**config.mk**
```make
export PLATFORM = sky130hd
export DESIGN_NAME = cp0_intr_ctrl
export DESIGN_NICKNAME = d
export VERILOG_FILES = /design/src/rtl/cp0_intr_ctrl.sv
export SDC_FILE = /design/constraint.sdc
export NUM_CORES = 1
export LEC_CHECK = 0
export ABC_AREA = 1
export CORE_MARGIN = 1.5
export CORE_UTILIZATION = 44
export DETAILED_ROUTE_END_ITERATION = 10
export PLACE_DENSITY = 0.91
export SLEW_MARGIN = 10
export SYNTH_ARGS = -nofsm -noshare
export SYNTH_HDL_FRONTEND = slang
export SYNTH_SLANG_ARGS = --single-unit
```
**constraint.sdc**
```tcl
create_clock -name clk -period 2.36 [get_ports clk]
set_input_delay 0.472 -clock clk [delete_from_list [all_inputs] [get_ports clk]]
set_output_delay 0.472 -clock clk [all_outputs]
set_load 0.005 [all_outputs]
```
**src/rtl/cp0_intr_ctrl.sv**
```systemverilog
// cp0_intr_ctrl: Coprocessor-0 exception/interrupt sequencer.
// Holds Status/Cause/EPC, latches external IRQ edges into pending bits, and
// sequences an accepted exception through a fixed stall/flush drain period
// before redirecting fetch to the handler. eret redirects to EPC in the same cycle.
module cp0_intr_ctrl #(
    parameter int          NUM_IRQ      = 3,
    parameter logic [31:0] HANDLER_BASE = 32'h0000_0800,
    parameter int          DRAIN_CYCLES = 2
) (
    input  logic               clk,
    input  logic               rst_n,
    input  logic               inst_valid,
    input  logic [31:0]        pc_in,
    input  logic               syscall,
    input  logic               eret,
    input  logic               mtc0,
    input  logic [4:0]         cp0_sel,
    input  logic [31:0]        wdata,
    input  logic [NUM_IRQ-1:0] irq_in,
    output logic [31:0]        rdata,
    output logic               stall_req,
    output logic               flush,
    output logic               redirect,
    output logic [31:0]        redirect_pc,
    output logic [NUM_IRQ-1:0] irq_ack
);

    localparam logic [4:0] SEL_STATUS = 5'd12;
    localparam logic [4:0] SEL_CAUSE  = 5'd13;
    localparam logic [4:0] SEL_EPC    = 5'd14;
    localparam logic [4:0] EXC_INT    = 5'd0;
    localparam logic [4:0] EXC_SYS    = 5'd8;
    localparam int         CNT_W      = (DRAIN_CYCLES > 1) ? $clog2(DRAIN_CYCLES) : 1;
    localparam int         IDX_W      = (NUM_IRQ > 1) ? $clog2(NUM_IRQ) : 1;

    typedef enum logic [1:0] {
        ST_RUN   = 2'd0,
        ST_DRAIN = 2'd1,
        ST_TAKE  = 2'd2
    } state_t;

    state_t             r_state;
    logic [CNT_W-1:0]   r_cnt;
    logic               r_ie;
    logic [NUM_IRQ-1:0] r_mask;
    logic [NUM_IRQ-1:0] r_pend;
    logic [NUM_IRQ-1:0] r_irq_prev;
    logic [4:0]         r_exc;
    logic [31:0]        r_epc;
    logic [IDX_W-1:0]   r_irq_idx;
    logic               r_is_irq;

    logic               w_run_iv;
    logic [NUM_IRQ-1:0] w_rise;
    logic [NUM_IRQ-1:0] w_enabled;
    logic               w_irq_hit;
    logic               w_accept;
    logic               w_eret_go;
    logic               w_wr_status;
    logic               w_wr_cause;
    logic               w_wr_epc;
    logic [IDX_W-1:0]   w_pick;
    logic [NUM_IRQ-1:0] w_take_onehot;
    logic [NUM_IRQ-1:0] w_take_clr;
    logic [NUM_IRQ-1:0] w_keep;
    logic [NUM_IRQ-1:0] w_pend_nxt;

    // Instruction-boundary decode: only RUN with a retiring instruction acts.
    // Decisions use register values from before any same-cycle mtc0 write.
    assign w_run_iv    = (r_state == ST_RUN) && inst_valid;
    assign w_rise      = irq_in & ~r_irq_prev;
    assign w_enabled   = r_pend & r_mask;
    assign w_irq_hit   = r_ie && (|w_enabled) && !eret;
    assign w_accept    = w_run_iv && (syscall || w_irq_hit);
    assign w_eret_go   = w_run_iv && eret && !syscall;
    assign w_wr_status = w_run_iv && mtc0 && (cp0_sel == SEL_STATUS);
    assign w_wr_cause  = w_run_iv && mtc0 && (cp0_sel == SEL_CAUSE);
    assign w_wr_epc    = w_run_iv && mtc0 && (cp0_sel == SEL_EPC);

    // Lowest-index enabled pending IRQ wins arbitration.
    always_comb begin
        w_pick = '0;
        for (int k = NUM_IRQ - 1; k >= 0; k--) begin
            if (w_enabled[k]) begin
                w_pick = IDX_W'(k);
            end
        end
    end

    // Pending update: write-0-to-clear via mtc0 Cause, clear on take, set on a new edge.
    assign w_take_onehot = NUM_IRQ'(1) << r_irq_idx;
    assign w_take_clr    = ((r_state == ST_TAKE) && r_is_irq) ? w_take_onehot : '0;
    assign w_keep        = w_wr_cause ? wdata[8 +: NUM_IRQ] : '1;
    assign w_pend_nxt    = (r_pend & w_keep & ~w_take_clr) | w_rise;

    // IRQ edge detector and pending bits (edges are latched in every state).
    always_ff @(posedge clk or negedge rst_n) begin
        if (!rst_n) begin
            r_irq_prev <= '0;
            r_pend     <= '0;
        end else begin
            r_irq_prev <= irq_in;
            r_pend     <= w_pend_nxt;
        end
    end

    // Status: mask follows mtc0; IE is cleared on accept, set on eret, else written by mtc0.
    always_ff @(posedge clk or negedge rst_n) begin
        if (!rst_n) begin
            r_ie   <= 1'b0;
            r_mask <= '0;
        end else begin
            if (w_wr_status) begin
                r_mask <= wdata[8 +: NUM_IRQ];
            end
            if (w_accept) begin
                r_ie <= 1'b0;
            end else if (w_eret_go) begin
                r_ie <= 1'b1;
            end else if (w_wr_status) begin
                r_ie <= wdata[0];
            end
        end
    end

    // Exception context: EPC, ExcCode and taken IRQ are latched on accept; EPC also mtc0-writable.
    always_ff @(posedge clk or negedge rst_n) begin
        if (!rst_n) begin
            r_epc     <= '0;
            r_exc     <= EXC_INT;
            r_irq_idx <= '0;
            r_is_irq  <= 1'b0;
        end else if (w_accept) begin
            r_epc     <= pc_in + 32'd4;
            r_exc     <= syscall ? EXC_SYS : EXC_INT;
            r_irq_idx <= w_pick;
            r_is_irq  <= !syscall;
        end else if (w_wr_epc) begin
            r_epc     <= wdata;
        end
    end

    // Sequencer: RUN -> DRAIN (DRAIN_CYCLES cycles) -> TAKE (one cycle) -> RUN.
    always_ff @(posedge clk or negedge rst_n) begin
        if (!rst_n) begin
            r_state <= ST_RUN;
            r_cnt   <= '0;
        end else begin
            case (r_state)
                ST_RUN: begin
                    if (w_accept) begin
                        r_state <= ST_DRAIN;
                        r_cnt   <= CNT_W'(DRAIN_CYCLES - 1);
                    end
                end
                ST_DRAIN: begin
                    if (r_cnt == '0) begin
                        r_state <= ST_TAKE;
                    end else begin
                        r_cnt <= r_cnt - CNT_W'(1);
                    end
                end
                ST_TAKE: begin
                    r_state <= ST_RUN;
                end
                default: begin
                    r_state <= ST_RUN;
                end
            endcase
        end
    end

    // Pipeline control outputs decoded from the sequencer state plus the same-cycle eret path.
    always_comb begin
        stall_req   = 1'b0;
        flush       = 1'b0;
        redirect    = 1'b0;
        redirect_pc = '0;
        irq_ack     = '0;
        case (r_state)
            ST_DRAIN: begin
                stall_req = 1'b1;
                flush     = 1'b1;
            end
            ST_TAKE: begin
                flush       = 1'b1;
                redirect    = 1'b1;
                redirect_pc = HANDLER_BASE;
                irq_ack     = w_take_clr;
            end
            default: begin
                if (w_eret_go && rst_n) begin
                    flush       = 1'b1;
                    redirect    = 1'b1;
                    redirect_pc = r_epc;
                end
            end
        endcase
    end

    // mfc0 read mux; unmapped registers read as zero.
    always_comb begin
        case (cp0_sel)
            SEL_STATUS: rdata = (32'(r_mask) << 8) | 32'(r_ie);
            SEL_CAUSE:  rdata = (32'(r_pend) << 8) | (32'(r_exc) << 2);
            SEL_EPC:    rdata = r_epc;
            default:    rdata = '0;
        endcase
    end

endmodule

```
Word-level counts from Yosys, hierarchy flattened
Index checks and enable logic that the tools add are counted.
{ "classes": {"n_addsub": 2, "n_eq_ne": 7, "shift": 1, "muxes": 25, "bitwise_logic": 9, "reduce_logical": 23} }
{ "op_table": {"columns": ["op", "count"], "rows": [
  ["two-way mux 32 bit", 3],
  ["one-hot mux 32 bit (3 select lines)", 1],
  ["one-hot mux 32 bit (2 select lines)", 1],
  ["adder 32 x 3 -> 32 bit, second input constant", 1],
  ["equality test 5 x 4 -> 1 bit, second input constant", 3],
  ["bitwise AND 3 bit", 4],
  ["logical AND 1 bit", 12],
  ["OR 11 x 1 -> 11 bit", 1],
  ["OR 11 x 7 -> 11 bit", 1],
  ["two-way mux 2 bit", 5],
  ["two-way mux 3 bit", 3],
  ["two-way mux 1 bit", 8],
  ["NOT 3 bit", 2],
  ["two-way mux 4 bit", 1],
  ["!= test 2 bit, second input constant", 2],
  ["one-hot mux 1 bit (2 select lines)", 2],
  ["one-hot mux 2 bit (2 select lines)", 1],
  ["AND reduction 2 bit", 2],
  ["nonzero test 2 bit", 2],
  ["OR 3 bit", 1],
  ["nonzero test 3 bit", 1],
  ["OR reduction 3 bit", 1],
  ["left shift 1 x 2 -> 3 bit, first input constant", 1],
  ["equality test 2 x 1 -> 1 bit, second input constant", 1],
  ["6 further kinds", 7]
]} }
{ "totals": {"reg_bits": 53, "in_bits": 78, "output_inout_bits": 70, "word_cells": 77} }

Logic depth before layout (Yosys ltp)
Gate-level depths: netlist (run 1).
{ "logic_depth": {"word_depth": 8, "depth_mapped": 11, "ltp_nobuf": 11} }

Worst setup path before layout (run 1)
Ideal clock, no wire load.
{ "synth_timing": {"kind": "flip-flop to output port", "startpoint": "reg r_state[0]", "endpoint": "out redirect_pc[0]", "arrival_ps": 1493, "t_required_ps": 1888, "setup_slack_ps": 395, "path_stages_with_launch": 10, "n_path_buf": 2, "path_cell_list": "dfrtp_1 inv_1 ha_1 nand2_2 inv_2 nand4_1 or2_1 clkbuf_1 buf_2 nor2_1"} }
{ "synth_via": {"elab_chain_cells": 7, "word_cells_on_any_way": 9, "cone_classes": "2 x eq/ne; 2 x mux; 5 x reduce/logical"} }
{ "synth_lines": {"columns": ["item", "line_no", "text"], "rows": [
  ["from (decl)", "42", "state_t r_state;"],
  ["from (signal assigned)", "146", "r_state <= ST_RUN;"],
  ["from (signal assigned)", "152", "r_state <= ST_DRAIN;"],
  ["from (signal assigned)", "158", "r_state <= ST_TAKE;"],
  ["logical NOT 2 bit", "70", "assign w_run_iv = (r_state == ST_RUN) && inst_valid;"],
  ["logical AND 1 bit", "70", null],
  ["logical AND 1 bit (2 in a row)", "75", "assign w_eret_go = w_run_iv && eret && !syscall;"],
  ["logical AND 1 bit", "192", "if (w_eret_go && rst_n) begin"],
  ["two-way mux 32 bit", "192", null],
  ["one-hot mux 32 bit (2 select lines) (*)", "180", "case (r_state)"],
  ["to (decl)", "24", "output logic [31:0] redirect_pc,"]
]} }
Every way passes the cells marked *; elsewhere a longest branch is shown, timed or not.

Worst setup path in the final report (run 1)
{ "layout_timing": {"startpoint": "reg r_state[1]", "endpoint": "out redirect_pc[0]"} }
The elaborated chain is that of the path after synthesis.

==> summary.md, run 1 <==
| Metric | Value |
|---|---|
| Main flop type after synthesis | `dfrtp_1` |
| Drc violations | `0` |
| Die X | `94.7 um` |
| Gpl congestion | `0.954` |
| Post-CTS Hold Buffers | `0` |
| Cells after Synth | `597` |
| Skew final | `0.0101 ns` |
| Synth warnings | `0` |
| Tot GR Track Use | `32.3%` |
| WL/cell | `16.5 um` |
| Pwr dens | `678 nW/um^2` |
| Final hold violations | `0` |
| Final HPWL DP | `10200 um` |
| Area leader, netlist | `dfrtp_1` |
| Fmax achieved | `0.399 GHz` |
| Status | `complete, but fails checks` |
| CP Class | `flip-flop to output pin` |
| FF-to-FF path depth | `10` |
| H-tree depth | `2` |
| Clock buffer depth | `2` |
| TritonCTS clock tree | `built` |
| FF+latch count, synth | `49` |
| Sinks on Clock Net | `49` |
| Critical Path RT | `1.89 ns` |
| CTS root buf | `clkbuf_8` |
| Vias in the first global route | `4506` |
| Clk Latency, worst-skew pair | `0.31 ns` |
| Slew Limit Fails | `0` |
| WP data arrival | `2.04 ns` |
| Final worst slack | `-0.148 ns` |
| Top-count cell post-synth | `nand2_1` |
| Iter 0 DRT Violations | `418` |
| # nets final | `863` |
| Setup-failing EPs final | `33` |
| Die Height | `94.7 um` |
| RSZ-0062 raised after global routing | `true` |
| Diode count | `0` |
| Seq/Total Area, Yosys | `33.1%` |
| Post-synth ARST share | `100%` |
| Core Box Area | `8180 um^2` |
| VDD IR-drop max | `322 uV` |
| Die area | `8980 um^2` |
| Min-delay worst type | `input port to asynchronous set/reset pin` |
| Top cells by area, synth | `dfrtp_1 (33%), nand2_1 (18%), nor2_1 (12%)` |
| TritonRoute pass-1 iters | `5` |
| First-pass GRT wire length | `22300 um` |
| Synth top cells by count | `nand2_1 (179), nor2_1 (114), inv_1 (86)` |
| Post-route ant nets | `0` |
| Total routed wirelength | `14600 um` |
| Worst R2R Setup Slack | `0.33 ns` |
| Boundary Pins | `148` |
| Number of buffers added on ports | `147` |
| Via/cell ratio | `5.41` |
| Syn avg cell area | `6.20 um^2` |
| Initial antenna violation count | `0` |
| # fillers | `603` |
| Startpoint types | `flip-flop` |
| Routed via count | `4789` |
| Headroom to the max-slew limit | `57.2%` |
| Fin Setup TNS | `-3.05 ns` |
| Worst-path maximum fanout | `6` |
| Cell variety after synth | `36` |
| Layout cells sized above 1 | `20.7%` |
| Grt ovf | `0` |
| Row cnt | `33` |
| CTS clk-pin slew, worst paths | `0.10 ns` |
| Max_cap viols | `0` |
| Initial Utilization | `45.3%` |
| RR Startpoint | `r_state[1]` |
| Largest net degree at the start of global routing | `50` |
| Leak pwr | `3.03 nW` |
| Worst Tran Pin Value | `0.642 ns` |
| Tcrit/Tclk final | `106%` |
| Number of flops mapped to enable cells by yosys | `0` |
| Post-synth top area share | `33.1%` |
| Failing checks | `setup timing` |
| Net Count, Synth | `680` |
| Crit. End Element | `output pin` |
| Layout Area Growth over Synthesis | `57.6%` |
| DP Worst Slack | `-0.460 ns` |
| Post-layout minimum cycle time | `2.51 ns` |
| Post-Syn Area | `3700 um^2` |
| FF-to-FF End | `r_epc[15]` |
| Cts bufs inserted | `5` |
[routing by layer]
layer  global-route usage [%]  vias to the layer above  part of all wire [%]
li1                         -                     2214                     -
met1                     39.9                     2258                    39
met2                     54.5                      252                    48
met3                     4.59                       65                   7.3
met4                     16.9                        0                   5.4
met5                        0                        -                     0
[area by class of cell]
cell class | count | area, um^2 | share of cell area (%)
clock buffers | 5 | 68.8 | 1.18
inverters | 88 | 330 | 5.66
multi-input cells | 442 | 2280 | 39.0
repair buffers | 194 | 1750 | 30.0
well taps | 105 | 131 | 2.25
clock inverters | 3 | 50.0 | 0.858
flip-flops and latches | 49 | 1230 | 21.0
[worst max path at each step]
stage	slack (ns)	to	startpoint
after global routing	-0.22	redirect_pc[0]	r_state[0]
after CTS	-0.09	redirect_pc[0]	r_state[1]
after global placement	-0.30	redirect_pc[28]	inst_valid
after floorplan	0.39	redirect_pc[0]	r_state[0]
after detailed placement	-0.46	redirect_pc[28]	inst_valid
final	-0.15	redirect_pc[0]	r_state[1]
[power by group]
group / total [mW] / internal [mW] / switching, mW
registers: 1.40 / 1.19 / 0.206
logic: 1.91 / 0.784 / 1.13
clock network: 0.644 / 0.325 / 0.319
[flip-flops by register name, indices dropped and copies added, names as in the netlist, 2 cells and up]
| signal | flops |
|---|---|
| r_pend | 3 |
| r_irq_idx | 2 |
| r_irq_prev | 3 |
| r_state | 2 |
| r_epc | 32 |
| r_mask | 3 |
[worst max-delay path, stage by stage (launching register included)]
cell,delay (ns)
dfrtp_1,0.41
inv_2,0.08
ha_4,0.15
nand2_4,0.05
inv_2,0.06
nand4_1,0.14
or2_4,0.29
buf_12,0.15
buf_16,0.15
nor2_4,0.11
buf_6,0.12
[cell usage in the layout, fill, tap and decap left out, drive strengths merged, types with 3 or more instances in the layout]
master	netlist	layout
nand4	5	5
clkdlybuf4s50	0	72
clkbuf	1	5
o31ai	3	3
nor2	120	120
inv	88	89
nor3	8	8
dlymetal6s2s	0	3
xnor2	3	3
or2	3	3
a21oi	12	12
ha	5	5
nand3	39	39
nand2	186	187
dlygate4sd2	0	28
dfrtp	49	49
o22ai	6	6
xor2	4	4
buf	18	90
o21ai	33	33
o211ai	8	8
[stage by stage]
step                      hold slack (ns)  area (um^2)  total power, mW  util (%)  std cells
after global routing                0.362         5840             4.22      71.4        886
after CTS                           0.336         5640             3.72      69.0        880
after floorplan                     0.176         3700             2.28         -        597
after global placement              0.414         5410             2.87      66.2        856
after detailed placement            0.424         5410             2.96      66.2        856
final                               0.335         5840             3.96      71.4        886
[cell families (layout without fill, tap and decap cells)]
kind of cell	count (synthesis)	after routing	synth area share, %
and+or+nand+nor	364	365	41.0
buffers and inverters	107	290	12.2
AOI/OAI and AO/OA	64	64	10.0
DFF	49	49	33.1
xor gates and xnor gates	7	7	1.66
adders and majority gates	5	5	1.69
muxes	1	1	0.304
[timing repair]
item                       4_1_cts  5_1_grt
setup endpoints to repair       68       45
setup buffers                   10        6
gates cloned                     6        0
resized for setup              252       38
pin swaps                        5        8
(Power assumes the default switching activity.)
==> run 2, diff against run 1 <==
--- a/config.mk
+++ b/config.mk
@@ -10,7 +10,6 @@
 export CORE_UTILIZATION = 44
 export DETAILED_ROUTE_END_ITERATION = 10
 export PLACE_DENSITY = 0.91
-export SLEW_MARGIN = 10
 export SYNTH_ARGS = -nofsm -noshare
 export SYNTH_HDL_FRONTEND = slang
 export SYNTH_SLANG_ARGS = --single-unit
==> results of run 2 <==
No change in the layout: final DEF, timing and power equal those of run 1.
==> run 3, diff against run 2 <==
--- a/config.mk
+++ b/config.mk
@@ -6,10 +6,13 @@
 export NUM_CORES = 1
 export LEC_CHECK = 0
 export ABC_AREA = 1
+export CELL_PAD_IN_SITES_DETAIL_PLACEMENT = 0
+export CELL_PAD_IN_SITES_GLOBAL_PLACEMENT = 1
 export CORE_MARGIN = 1.5
-export CORE_UTILIZATION = 44
+export CORE_UTILIZATION = 29
 export DETAILED_ROUTE_END_ITERATION = 10
-export PLACE_DENSITY = 0.91
+export PLACE_DENSITY = 0.9
+export SLEW_MARGIN = 20
 export SYNTH_ARGS = -nofsm -noshare
 export SYNTH_HDL_FRONTEND = slang
 export SYNTH_SLANG_ARGS = --single-unit
==> run 3 against run 2 <==
  * Combinational power fell by 3%
  * Worst hold slack worse by 0.0047 ns
  * Worst setup slack improved by 0.073 ns
  * Non-clock buffer count up 13
  * The run still ends with setup timing left
==> summary.md, run 3 (synthesis gave the netlist of run 1 again) <==
| Metric | Value |
|---|---|
| Final hold violations | `0 (unchanged)` |
| Cell-internal power | `2.40 mW (was 2.30 mW)` |
| CTS root buf | `clkbuf_16 (was clkbuf_8)` |
| Clk Latency, worst-skew pair | `0.30 ns (was 0.31 ns)` |
| TritonRoute pass-1 iters | `5 (unchanged)` |
| Sequential power share | `34.8% (was 35.4%)` |
| Final worst slack | `-0.0757 ns (was -0.148 ns)` |
| Worst-path maximum fanout | `8 (was 6)` |
| Drc violations | `0 (unchanged)` |
| Overall power | `4.01 mW (was 3.96 mW)` |
| Skew final | `0.00957 ns (was 0.0101 ns)` |
| Net Switching | `1.61 mW (was 1.65 mW)` |
| Leak pwr | `3.34 nW (was 3.03 nW)` |
| Tot GR Track Use | `20.1% (was 32.3%)` |
| Iter 0 DRT Violations | `198 (was 418)` |
| Worst R2R Setup Slack | `0.26 ns (was 0.33 ns)` |
| Headroom to the max-slew limit | `56.4% (was 57.2%)` |
| Gpl congestion | `0.897 (was 0.954)` |
| Most frequent cells in the layout | `nand2_1 (177), nor2_1 (83), inv_1 (82) (was nand2_1 (177), nor2_1 (86), inv_1 (82))` |
| Min-delay worst type | `input port to asynchronous set/reset pin (unchanged)` |
| Slowest cell on crit path | `dfrtp_1 (unchanged)` |
| Tcrit/Tclk final | `103% (was 106%)` |
| Post-CTS Hold Buffers | `0 (unchanged)` |
| Core Box Area | `12500 um^2 (was 8180 um^2)` |
| Most common cell after layout, fill and taps aside | `nand2_1 (unchanged)` |
| H-tree depth | `2 (unchanged)` |
| Crit-path max cell delay | `0.40 ns (was 0.41 ns)` |
| DP Worst Slack | `-0.333 ns (was -0.460 ns)` |
| Post-layout minimum cycle time | `2.44 ns (was 2.51 ns)` |
| Grt ovf | `0 (unchanged)` |
| Die area | `13500 um^2 (was 8980 um^2)` |
| Failing checks | `setup timing (unchanged)` |
| Total routed wirelength | `13800 um (was 14600 um)` |
| Layout Area Growth over Synthesis | `65.3% (was 57.6%)` |
| Critical path launch point | `r_state[0] (was r_state[1])` |
| Worst-path cell chain | `inv_2, ha_4, nand2_4, inv_2, nand4_1, or2_4, buf_16, buf_12, o22ai_2, buf_2 (was inv_2, ha_4, nand2_4, inv_2, nand4_1, or2_4, buf_12, buf_16, nor2_4, buf_6)` |
| Routed via count | `4355 (was 4789)` |
| Cts bufs inserted | `5 (unchanged)` |
| WP data arrival | `1.96 ns (was 2.04 ns)` |
| Clock power share | `18.8% (was 16.3%)` |
| Die Height | `116 um (was 94.7 um)` |
| CP Buf/Inv Count | `5 (unchanged)` |
| Crit path max-delay family | `buffers and inverters (was simple AND/OR/NAND/NOR gates)` |
| Most used cell along the critical path | `inv_2 (unchanged)` |
| Initial antenna violation count | `0 (unchanged)` |
| Crit. End Element | `output pin (unchanged)` |
| CTS clk-pin slew, worst paths | `0.08 ns (was 0.10 ns)` |
| Diode count | `0 (unchanged)` |
| Final HPWL DP | `10100 um (was 10200 um)` |
| RSZ-0062 raised after global routing | `true (unchanged)` |
| TritonCTS clock tree | `built (unchanged)` |
| First-pass GRT wire length | `20500 um (was 22300 um)` |
| Layout cells sized above 1 | `22.2% (was 20.7%)` |
| Sinks on Clock Net | `49 (unchanged)` |
| Worst Tran Pin Value | `0.654 ns (was 0.642 ns)` |
| Largest Register | `r_epc (unchanged)` |
| Final core occ | `48.9% (was 71.4%)` |
| Startpoint types | `flip-flop (unchanged)` |
| Post-route ant nets | `0 (unchanged)` |
| FF-to-FF path depth | `13 (was 10)` |
| WL/cell | `14.3 um (was 16.5 um)` |
| Gate power share | `46.4% (was 48.3%)` |
| RR Startpoint | `r_state[1] (unchanged)` |
| Setup-failing EPs final | `19 (was 33)` |
| CP Class | `flip-flop to output pin (unchanged)` |
| Clock buffer depth | `2 (unchanged)` |
| Max_cap viols | `0 (unchanged)` |
| GRT met3 Usage | `2.67% (was 4.59%)` |
| Switching part of the total power | `40.2% (was 41.8%)` |
| Vias in the first global route | `3899 (was 4506)` |
| Initial Utilization | `29.6% (was 45.3%)` |
| Gr busiest metal | `met2 (unchanged)` |
| GR Layer Usage met2 | `34.2% (was 54.5%)` |
| Die X | `116 um (was 94.7 um)` |
| VDD IR-drop max | `410 uV (was 322 uV)` |
| Status | `complete, but fails checks (unchanged)` |
| Number of buffers added on ports | `147 (unchanged)` |
| # nets final | `876 (was 863)` |
| Row cnt | `41 (was 33)` |
| Via/cell ratio | `4.51 (was 5.41)` |
| Max reg flops | `32 (unchanged)` |
| FF-to-FF End | `r_epc[25] (was r_epc[15])` |
| Pwr dens | `656 nW/um^2 (was 678 nW/um^2)` |
| Critical Path RT | `1.89 ns (about the same)` |
| Met1 Use GR | `27.6% (was 39.9%)` |
| Largest net degree at the start of global routing | `50 (unchanged)` |
| Slew Limit Fails | `0 (unchanged)` |
| Fmax achieved | `0.411 GHz (was 0.399 GHz)` |
| Boundary Pins | `148 (unchanged)` |
-- run 3: area by class of cell --
type,count,area (um^2)
fill,1304,6390
multi-input combinational,442,2280
timing repair buffer,207,1910
sequential,49,1230
inverter,88,330
tap,172,215
clock buffer,5,125
clock inverter,3,28.8
-- run 3: what timing repair did --
action	4_1_cts	5_1_grt
endpoints found under the hold margin	0	0
buffers inserted	15	10
setup endpoints to repair	68	58
resized for setup	182	92
pin swaps	4	6
gates cloned	3	2
-- run 3: metal layers --
| layer | wire [um] | share of wire (%) |
|---|---|---|
| met5 | 0 | 0 |
| met1 | 6280 | 46 |
| met4 | 130 | 0.94 |
| met2 | 6850 | 50 |
| met3 | 524 | 3.8 |
-- run 3: how the worst max path moves through the flow --
stage | to | slack (ns) | depth (start not counted)
after floorplan | redirect_pc[0] | 0.39 | 9
after global placement | redirect_pc[11] | -0.29 | 8
after detailed placement | redirect_pc[3] | -0.33 | 8
after CTS | rdata[26] | -0.16 | 7
after global routing | redirect_pc[11] | -0.15 | 10
final | redirect_pc[11] | -0.08 | 10
-- run 3: power by group through the flow --
| stage | Clock, mW | Sequential (mW) | Combinational, mW |
|---|---|---|---|
| after floorplan | 0 | 1.34 | 0.936 |
| after detailed placement | 0 | 1.39 | 1.58 |
| final | 0.755 | 1.40 | 1.86 |
| after CTS | 0.782 | 1.39 | 1.73 |
| after global routing | 0.821 | 1.44 | 2.08 |
| after global placement | 0 | 1.38 | 1.57 |
-- run 3: per-stage QoR --
step                setup TNS [ns]  std cells  hold WS (ns)  instance area (um^2)
detailed placement          -16.75        929         0.419                  5540
CTS                          -3.37        955         0.361                  5850
global route                 -2.95        966         0.376                  6120
global placement            -15.10        929         0.413                  5540
floorplan                        0        597         0.176                  3700
finish                      -0.526        966         0.330                  6120
